--- config.mk ---
export PLATFORM = sky130hd
export DESIGN_NAME = spi_master_mc
export DESIGN_NICKNAME = d
export VERILOG_FILES = /design/src/rtl/spi_pkg.sv /design/src/rtl/spi_clk_div.sv /design/src/rtl/spi_master_mc.sv
export SDC_FILE = /design/constraint.sdc
export NUM_CORES = 1
export LEC_CHECK = 0
export ABC_AREA = 1
export ABC_CLOCK_PERIOD_IN_PS = 2000
export BUFFER_PORTS_ARGS = -buffer_cell sky130_fd_sc_hd__clkbuf_2
export CORE_UTILIZATION = 37
export DETAILED_ROUTE_END_ITERATION = 8
export SYNTH_ARGS = -nofsm -noshare
export SYNTH_HDL_FRONTEND = slang
export SYNTH_SLANG_ARGS = --single-unit
--- constraint.sdc ---
create_clock -name clk -period 2 [get_ports clk]
set_clock_uncertainty 0.15 [all_clocks]
set_input_delay 0.1 -clock clk [delete_from_list [all_inputs] [get_ports clk]]
set_output_delay 0.1 -clock clk [all_outputs]
set_load 0.05 [all_outputs]
--- src/rtl/spi_pkg.sv ---
// Shared types and mode constants for the multi-chip-select SPI master.
package spi_pkg;

  typedef enum logic [1:0] {
    IDLE  = 2'd0,
    LEAD  = 2'd1,
    XFER  = 2'd2,
    TRAIL = 2'd3
  } spi_state_e;

  typedef struct packed {
    logic cpol;
    logic cpha;
  } spi_mode_t;

  localparam spi_mode_t SPI_MODE0 = '{cpol: 1'b0, cpha: 1'b0};
  localparam spi_mode_t SPI_MODE1 = '{cpol: 1'b0, cpha: 1'b1};
  localparam spi_mode_t SPI_MODE2 = '{cpol: 1'b1, cpha: 1'b0};
  localparam spi_mode_t SPI_MODE3 = '{cpol: 1'b1, cpha: 1'b1};

endpackage

--- src/rtl/spi_clk_div.sv ---
// Half-period timer: one-cycle tick every CLK_DIV cycles while enabled.
module spi_clk_div #(
  parameter int unsigned CLK_DIV = 4
) (
  input  logic clk,
  input  logic rst,
  input  logic en_i,
  output logic tick_c
);

  localparam int unsigned CNT_W = (CLK_DIV > 1) ? $clog2(CLK_DIV) : 1;

  logic [CNT_W-1:0] cnt_q, cnt_d;

  assign tick_c = en_i && (cnt_q == CNT_W'(CLK_DIV - 1));

  always_comb begin
    cnt_d = cnt_q + CNT_W'(1);
    if (!en_i || tick_c) cnt_d = '0;
  end

  always_ff @(posedge clk or posedge rst) begin
    if (rst) cnt_q <= '0;
    else     cnt_q <= cnt_d;
  end

endmodule

--- src/rtl/spi_master_mc.sv ---
// SPI master with per-transfer mode and slave select, configurable width,
// divider and bit order; start/busy/done handshake on the system side.
module spi_master_mc
  import spi_pkg::*;
#(
  parameter int unsigned DATA_W    = 8,
  parameter int unsigned NUM_CS    = 4,
  parameter int unsigned CLK_DIV   = 4,
  parameter int unsigned MSB_FIRST = 1,
  parameter int unsigned CS_W      = (NUM_CS > 1) ? $clog2(NUM_CS) : 1
) (
  input  logic              clk,
  input  logic              rst,
  input  logic              start,
  input  logic              cpol,
  input  logic              cpha,
  input  logic [CS_W-1:0]   cs_sel,
  input  logic [DATA_W-1:0] tx_data,
  output logic [DATA_W-1:0] rx_data,
  output logic              busy,
  output logic              done,
  output logic              sclk,
  output logic              mosi,
  input  logic              miso,
  output logic [NUM_CS-1:0] cs_n
);

  localparam int unsigned EDGE_W = $clog2(2 * DATA_W + 1);

  spi_state_e        state_q, state_d;
  spi_mode_t         mode_q, mode_d;
  logic [DATA_W-1:0] tx_q, tx_d;
  logic [DATA_W-1:0] rx_sh_q, rx_sh_d;
  logic [DATA_W-1:0] rx_data_q, rx_data_d;
  logic [EDGE_W-1:0] edge_q, edge_d;
  logic              busy_q, busy_d;
  logic              done_q, done_d;
  logic              sclk_q, sclk_d;
  logic              mosi_q, mosi_d;
  logic [NUM_CS-1:0] cs_n_q, cs_n_d;

  logic              tick_c;
  logic              div_en_c;
  logic              cs_ok_c;
  logic              leading_c;
  logic              last_c;
  logic [DATA_W-1:0] tx_shift_c;
  logic [DATA_W-1:0] rx_shift_c;

  function automatic logic first_bit(input logic [DATA_W-1:0] v);
    return (MSB_FIRST != 0) ? v[DATA_W-1] : v[0];
  endfunction

  assign div_en_c = (state_q != IDLE);

  spi_clk_div #(.CLK_DIV(CLK_DIV)) u_clk_div (
    .clk    (clk),
    .rst    (rst),
    .en_i   (div_en_c),
    .tick_c (tick_c)
  );

  // Out-of-range slave indices are only possible when NUM_CS is not a power of two.
  if (NUM_CS == (1 << CS_W)) begin : g_cs_full
    assign cs_ok_c = 1'b1;
  end else begin : g_cs_part
    assign cs_ok_c = (32'(cs_sel) < NUM_CS);
  end

  assign tx_shift_c = (MSB_FIRST != 0) ? {tx_q[DATA_W-2:0], 1'b0} : {1'b0, tx_q[DATA_W-1:1]};
  assign rx_shift_c = (MSB_FIRST != 0) ? {rx_sh_q[DATA_W-2:0], miso} : {miso, rx_sh_q[DATA_W-1:1]};
  // edge_q counts completed edges, so the edge about to happen is odd when edge_q is even.
  assign leading_c  = ~edge_q[0];
  assign last_c     = (edge_q == EDGE_W'(2 * DATA_W - 1));

  always_comb begin
    state_d   = state_q;
    mode_d    = mode_q;
    tx_d      = tx_q;
    rx_sh_d   = rx_sh_q;
    rx_data_d = rx_data_q;
    edge_d    = edge_q;
    busy_d    = busy_q;
    done_d    = 1'b0;
    sclk_d    = sclk_q;
    mosi_d    = mosi_q;
    cs_n_d    = cs_n_q;

    unique case (state_q)
      IDLE: begin
        if (start && cs_ok_c) begin
          state_d = LEAD;
          mode_d  = '{cpol: cpol, cpha: cpha};
          tx_d    = tx_data;
          rx_sh_d = '0;
          edge_d  = '0;
          busy_d  = 1'b1;
          cs_n_d  = ~(NUM_CS'(1) << cs_sel);
          sclk_d  = cpol;
          mosi_d  = cpha ? 1'b0 : first_bit(tx_data);
        end
      end
      LEAD: begin
        if (tick_c) state_d = XFER;
      end
      XFER: begin
        if (tick_c) begin
          sclk_d = ~sclk_q;
          edge_d = edge_q + EDGE_W'(1);
          if (!mode_q.cpha) begin
            if (leading_c) begin
              rx_sh_d = rx_shift_c;
            end else if (!last_c) begin
              tx_d   = tx_shift_c;
              mosi_d = first_bit(tx_shift_c);
            end
          end else begin
            if (leading_c) begin
              mosi_d = first_bit(tx_q);
              tx_d   = tx_shift_c;
            end else begin
              rx_sh_d = rx_shift_c;
            end
          end
          if (last_c) state_d = TRAIL;
        end
      end
      TRAIL: begin
        if (tick_c) begin
          state_d   = IDLE;
          cs_n_d    = '1;
          busy_d    = 1'b0;
          done_d    = 1'b1;
          rx_data_d = rx_sh_q;
          mosi_d    = 1'b0;
        end
      end
      default: state_d = IDLE;
    endcase
  end

  always_ff @(posedge clk or posedge rst) begin
    if (rst) begin
      state_q   <= IDLE;
      mode_q    <= SPI_MODE0;
      tx_q      <= '0;
      rx_sh_q   <= '0;
      rx_data_q <= '0;
      edge_q    <= '0;
      busy_q    <= 1'b0;
      done_q    <= 1'b0;
      sclk_q    <= 1'b0;
      mosi_q    <= 1'b0;
      cs_n_q    <= '1;
    end else begin
      state_q   <= state_d;
      mode_q    <= mode_d;
      tx_q      <= tx_d;
      rx_sh_q   <= rx_sh_d;
      rx_data_q <= rx_data_d;
      edge_q    <= edge_d;
      busy_q    <= busy_d;
      done_q    <= done_d;
      sclk_q    <= sclk_d;
      mosi_q    <= mosi_d;
      cs_n_q    <= cs_n_d;
    end
  end

  assign rx_data = rx_data_q;
  assign busy    = busy_q;
  assign done    = done_q;
  assign sclk    = sclk_q;
  assign mosi    = mosi_q;
  assign cs_n    = cs_n_q;

endmodule

## Word level (Yosys, flattened, before mapping)

Index checks and enable logic that the tools add are counted.

| storage, ports and cells | value |
|---|---|
| memories kept | 0 |
| logic and storage cells | 90 |
| latch bits | 0 |
| register bits after elaboration | 42 |
| ROM bits | 0 |
| bits in writable memories | 0 |

| cells by class | value |
|---|---|
| equality and inequality tests | 15 |
| add/subtract/negate cells | 2 |
| reductions and logical operators | 16 |
| order comparisons | 0 |
| shifts and indexed selects | 1 |
| div/mod/pow operators | 0 |
| multipliers | 0 |
| bitwise gates (word level) | 2 |
| muxes and demuxes | 42 |

Operators by type and width:

| cell | number |
|---|---|
| $mux 8 | 11 |
| $pmux 8 s2 | 2 |
| $ne 3x3->1 const B | 5 |
| $mux 1 | 13 |
| $mux 2 | 6 |
| $mux 5 | 2 |
| $pmux 5 s2 | 1 |
| $reduce_and 5->1 | 2 |
| $mux 4 | 2 |
| $pmux 2 s4 | 1 |
| $pmux 4 s2 | 1 |
| $reduce_and 7->1 | 1 |
| $eq 2x2->1 const B | 3 |
| $ne 2x1->1 const B | 3 |
| $reduce_and 3->1 | 2 |
| $reduce_and 6->1 | 1 |
| $reduce_bool 2->1 | 3 |
| $add 5x1->5 const B | 1 |
| $eq 5x4->1 const B | 1 |
| $ne 2x2->1 const B | 2 |
| $not 4->4 | 1 |
| $pmux 1 s2 | 2 |
| $reduce_and 2->1 | 2 |
| $shl 1x2->4 const A | 1 |
| 9 further kinds | 9 |

## Longest topological paths before layout

| depth | value |
|---|---|
| depth after elaboration | 6 |
| mapped depth | 11 |

## Cells and area by module

From an unflattened synthesis, not the netlist that was laid out.

| unflattened totals | value |
|---|---|
| cell total of the unflattened synthesis | 259 |
| area total of the unflattened synthesis | 2120.8 µm² |

Modules (own cells, without submodules):

| module | cells an instance | times used | area an instance (µm²) |
|---|---|---|---|
| spi_master_mc | 248 | 1 | 2028.2 |
| spi_clk_div | 11 | 1 | 92.6 |

## Worst setup path after synthesis

OpenSTA, ideal clock, no wires.

| timing | value |
|---|---|
| path type | register to register |
| start point | register edge_q[0] |
| end point | register tx_q[0] |
| slack | 0.274 ns |
| path buffers | 0 |
| library setup time | 0.118 ns |
| stages on the path, launching flop included | 11 |
| data required time | 1.732 ns |
| period minus slack after synthesis | 1.726 ns |
| arrival time | 1.458 ns |
| cell sequence | dfrtp_1 -> ha_1 -> inv_1 -> nor3_1 -> ha_1 -> inv_1 -> nand2_1 -> nand3_1 -> nand3_1 -> nand2_1 -> nand2_1 |

| between the ends | value |
|---|---|
| cells in the longest elaborated chain, start to end | 3 |
| elaborated cells on any way between the ends | 5 |
| those cells by class | 4 x eq/ne; 1 x reduce/logical |

RTL lines:

| item | line | RTL |
|---|---|---|
| start, declared | spi_master_mc.sv:35 | `logic [EDGE_W-1:0] edge_q, edge_d;` |
| start signal, assigned | spi_master_mc.sv:161 | `edge_q <= edge_d;` |
| $eq 5x4->1 | spi_master_mc.sv:74 | `assign last_c = (edge_q == EDGE_W'(2 * DATA_W - 1));` |
| $ne 3x3->1 (no source line) | -- |  |
| $reduce_and 6->1 (no source line) (*) | -- |  |
| end signal, assigned | spi_master_mc.sv:158 | `tx_q <= tx_d;` |
| end, declared | spi_master_mc.sv:32 | `logic [DATA_W-1:0] tx_q, tx_d;` |

Mark *: on every way between the ends. The rest lies on a longest branch, timed or not.
A chain may end at the register's enable or synchronous reset.

## Worst setup path in the final report

| timing | value |
|---|---|
| start point | register edge_q[1] |
| end point | register tx_q[7] |

| between the ends | value |
|---|---|
| cells in the longest elaborated chain, start to end | 3 |

RTL lines:

| item | line |
|---|---|
| $eq 5x4->1 | spi_master_mc.sv:74 |
| $ne 3x3->1 (no source line) | -- |
| $reduce_and 6->1 (no source line) | -- |

Every way passes these cells.

==> metrics.cfg <==
[yosys]
synth_common_cells = nand2_1, dfrtp_1, inv_1
ys_seq_area_frac = 0.489
synth.cell_area_sq_um = 2160
synth_cells = 278
ys_warn_count = 0
dominantRegCellSynth = dfrtp_1
ys_async_sr_fraction = 1.00
yosys.area.top_type = dfrtp_1
avgSynthCellArea_sq_um = 7.77
yosysMostFrequentCell = nand2_1
ys_ff_latch = 42
synth_edf_count = 0
syn-num-nets = 302
synthDominantCellAreaShare = 0.440
yosysUniqueCellTypes = 26
yosys-top-cells-area = dfrtp_1, nand2_1, dfstp_2

[final_layout]
num_antenna_cells = 0
syn2layout_area_growth_pct = 24.6
final_nets = 354
instances_no_fill = 403
layout-drive-gt1-share = 0.193
fillers = 564
final_util = 0.483

[sta]
layout_min_cycle_time_ps = 1780
hold_violations = 0
min_period_over_period = 0.891
whs_ps = 9.67
setup-violations-final = 0
finalSetupTns_ps = 0
tightest_slew_ps = 532
slew_headroom = 0.645
drv_slew = 0
timing.fmax_mhz = 561
rsz0062_at_grt = false

[global_routing]
grt_max_degree = 43
grt_pass1_wl_mm = 7.63
grt_pass1_vias = 1693
antenna_found_initial = 0
grt_overflow = 0
grt_usage = 0.156

[power]
vdd.ir_drop.worst_uv = 662
cellInternalPower_mw = 2.11
comb_power_share = 0.448
powerDensity_nw_per_um2 = 1360
seq_power_share = 0.332
clockPowerShare = 0.221
finalPower_mw = 3.67
swShare = 0.425
leakagePower_nw = 1.52
p_sw_mw = 1.56

[cts]
clk_path_buf_depth = 2
cts_sinks = 42
cts_tree = built
cts_made_buffers = 5
cts_root_buffer = clkbuf_8
clk_latency_ps = 300
cts_setup_buffers = 0
cts_max_level = 2
clk_pin_slew_worst_paths_ps = 80

[route]
drt-pass1-iter-count = 5
first_iter_violations = 106
drt-total-wl_mm = 4.24
via_per_inst = 4.47
final_antenna_net_count = 0
drc = 0
wl_per_cell_um = 10.5
vias = 1800

[worst_setup_path]
arrival_ps = 1830
cp_slowest_stage_delay_ps = 400
critical_path.slowest_cell = dfrtp_1
required_ps = 2040
critPathKind = reg2reg
critPathMaxFanout = 8
cp-end-kind = flip-flop
r2r_setup_slack_ps = 220
cp_common_cell = nand2_1
crit_chain = ha_1 > inv_1 > nor3_1 > ha_1 > inv_1 > nand2_1 > nand3_1 > nand3_1 > buf_4 > nand2_1 > nand2_1
cp-start-kind = flip-flop

[job]
maxCapViolCount = 0

[floorplan]
die_y_um = 78.4
core_area_sq_um = 5570
die-width_um = 78.4
num_rows = 27
ios = 32
start_util = 0.388
die_area_sq_um = 6150

[run_status]
status = completed

[min_path]
hold_class = in2reg

[placement]
dp.cells = 382
hpwl_mm = 2.95
place.port_buffers = 31
routabilityCongestion = 0.787

==> worst paths after layout <==
path | to | cells after the start | startpoint
min in group asynchronous | rx_data[2] | 4 | rst
min | tx_q[7] | 5 | tx_data[7]
max in group asynchronous | cs_n[3] | 4 | rst
max reg2reg | tx_q[7] | 11 | edge_q[1]
min reg2reg | u_clk_div.cnt_q[0] | 1 | u_clk_div.cnt_q[0]
max | tx_q[7] | 11 | edge_q[1]
==> power by group through the flow <==
stage | clock, mW | sequential [mW] | combinational [mW]
after global placement | 0 | 1.23 | 1.63
after CTS | 0.832 | 1.22 | 1.66
final | 0.811 | 1.22 | 1.64
after detailed placement | 0 | 1.23 | 1.64
after floorplan | 0 | 1.47 | 1.02
after global routing | 0.867 | 1.25 | 1.87
==> per-layer routing <==
metal	share of wire	vias up	wire length, um	global-route usage
met5	0	-	0	0
met4	0.0068	0	29	0.0389
met3	0.033	4	138	0.0384
met2	0.43	27	1810	0.246
met1	0.53	812	2260	0.215
li1	-	957	-	-
==> sequential cells by signal, indices dropped and copies added (netlist names) <==
| name | flops |
|---|---|
| state_q | 2 |
| busy | 1 |
| mosi | 1 |
| cs_n | 4 |
| sclk | 1 |
| edge_q | 5 |
| u_clk_div.cnt_q | 2 |
| done | 1 |
| mode_q | 1 |
| rx_sh_q | 8 |
| tx_q | 8 |
| rx_data | 8 |
==> worst max-delay path: cells and delay by family (launching register included) <==
family | cells | cell delay, ps
AND/OR/NAND/NOR | 6 | 430
adder cells (fa/ha/maj) | 2 | 410
flip-flops | 1 | 400
buffers and inverters | 3 | 310
==> per-stage QoR <==
step                setup slack, ps  area [sq um]
CTS                             207          2690
global route                   21.1          2690
floorplan                       274          2160
finish                          218          2690
detailed placement              210          2420
global placement                216          2420
==> final cells by class <==
cell class	instances	area, sq um	share of cell area
timing repair buffer	51	350	0.130
clock inverter	3	68.8	0.0256
inverter	31	121	0.0451
multi-input combinational	199	936	0.348
clock buffer	5	68.8	0.0256
sequential	42	1060	0.392
tap	72	90.1	0.0335
==> cell families after synthesis <==
group,count (synthesis),synth area share
AOI/OAI and AO/OA,26,0.0683
DFF,42,0.489
buffers and inverters,37,0.0782
adders and majority gates,8,0.0463
and+or+nand+nor,165,0.318
==> cell usage in the layout (no fill, tap or decap) <==
cell type | synthesis | routed
nand2_1 | 128 | 128
dfrtp_1 | 38 | 38
clkbuf_2 | 0 | 31
inv_1 | 27 | 27
o21ai_0 | 17 | 17
dlygate4sd3_1 | 0 | 13
nor2_1 | 11 | 11
nand3_1 | 8 | 8
ha_1 | 8 | 8
nor3_1 | 6 | 6
buf_4 | 2 | 6
o21ai_1 | 5 | 5
clkbuf_8 | 0 | 5
dfstp_2 | 4 | 4
inv_2 | 3 | 3
nand2_2 | 3 | 3
nand2_4 | 2 | 2
nor2_4 | 2 | 2
nand4_1 | 2 | 2
bufinv_16 | 0 | 2
inv_6 | 1 | 1
o21ai_4 | 1 | 1
nor2_2 | 1 | 1
o31ai_1 | 1 | 1
or2_0 | 1 | 1
nor3b_1 | 1 | 1
a21oi_1 | 1 | 1
a21oi_2 | 1 | 1
clkinv_4 | 0 | 1
buf_12 | 0 | 1
==> repair_timing <==
item,CTS,global route
hold endpoints to repair,51,0
gates resized for setup,0,0
hold buffers,13,0
(Power assumes the default switching activity.)
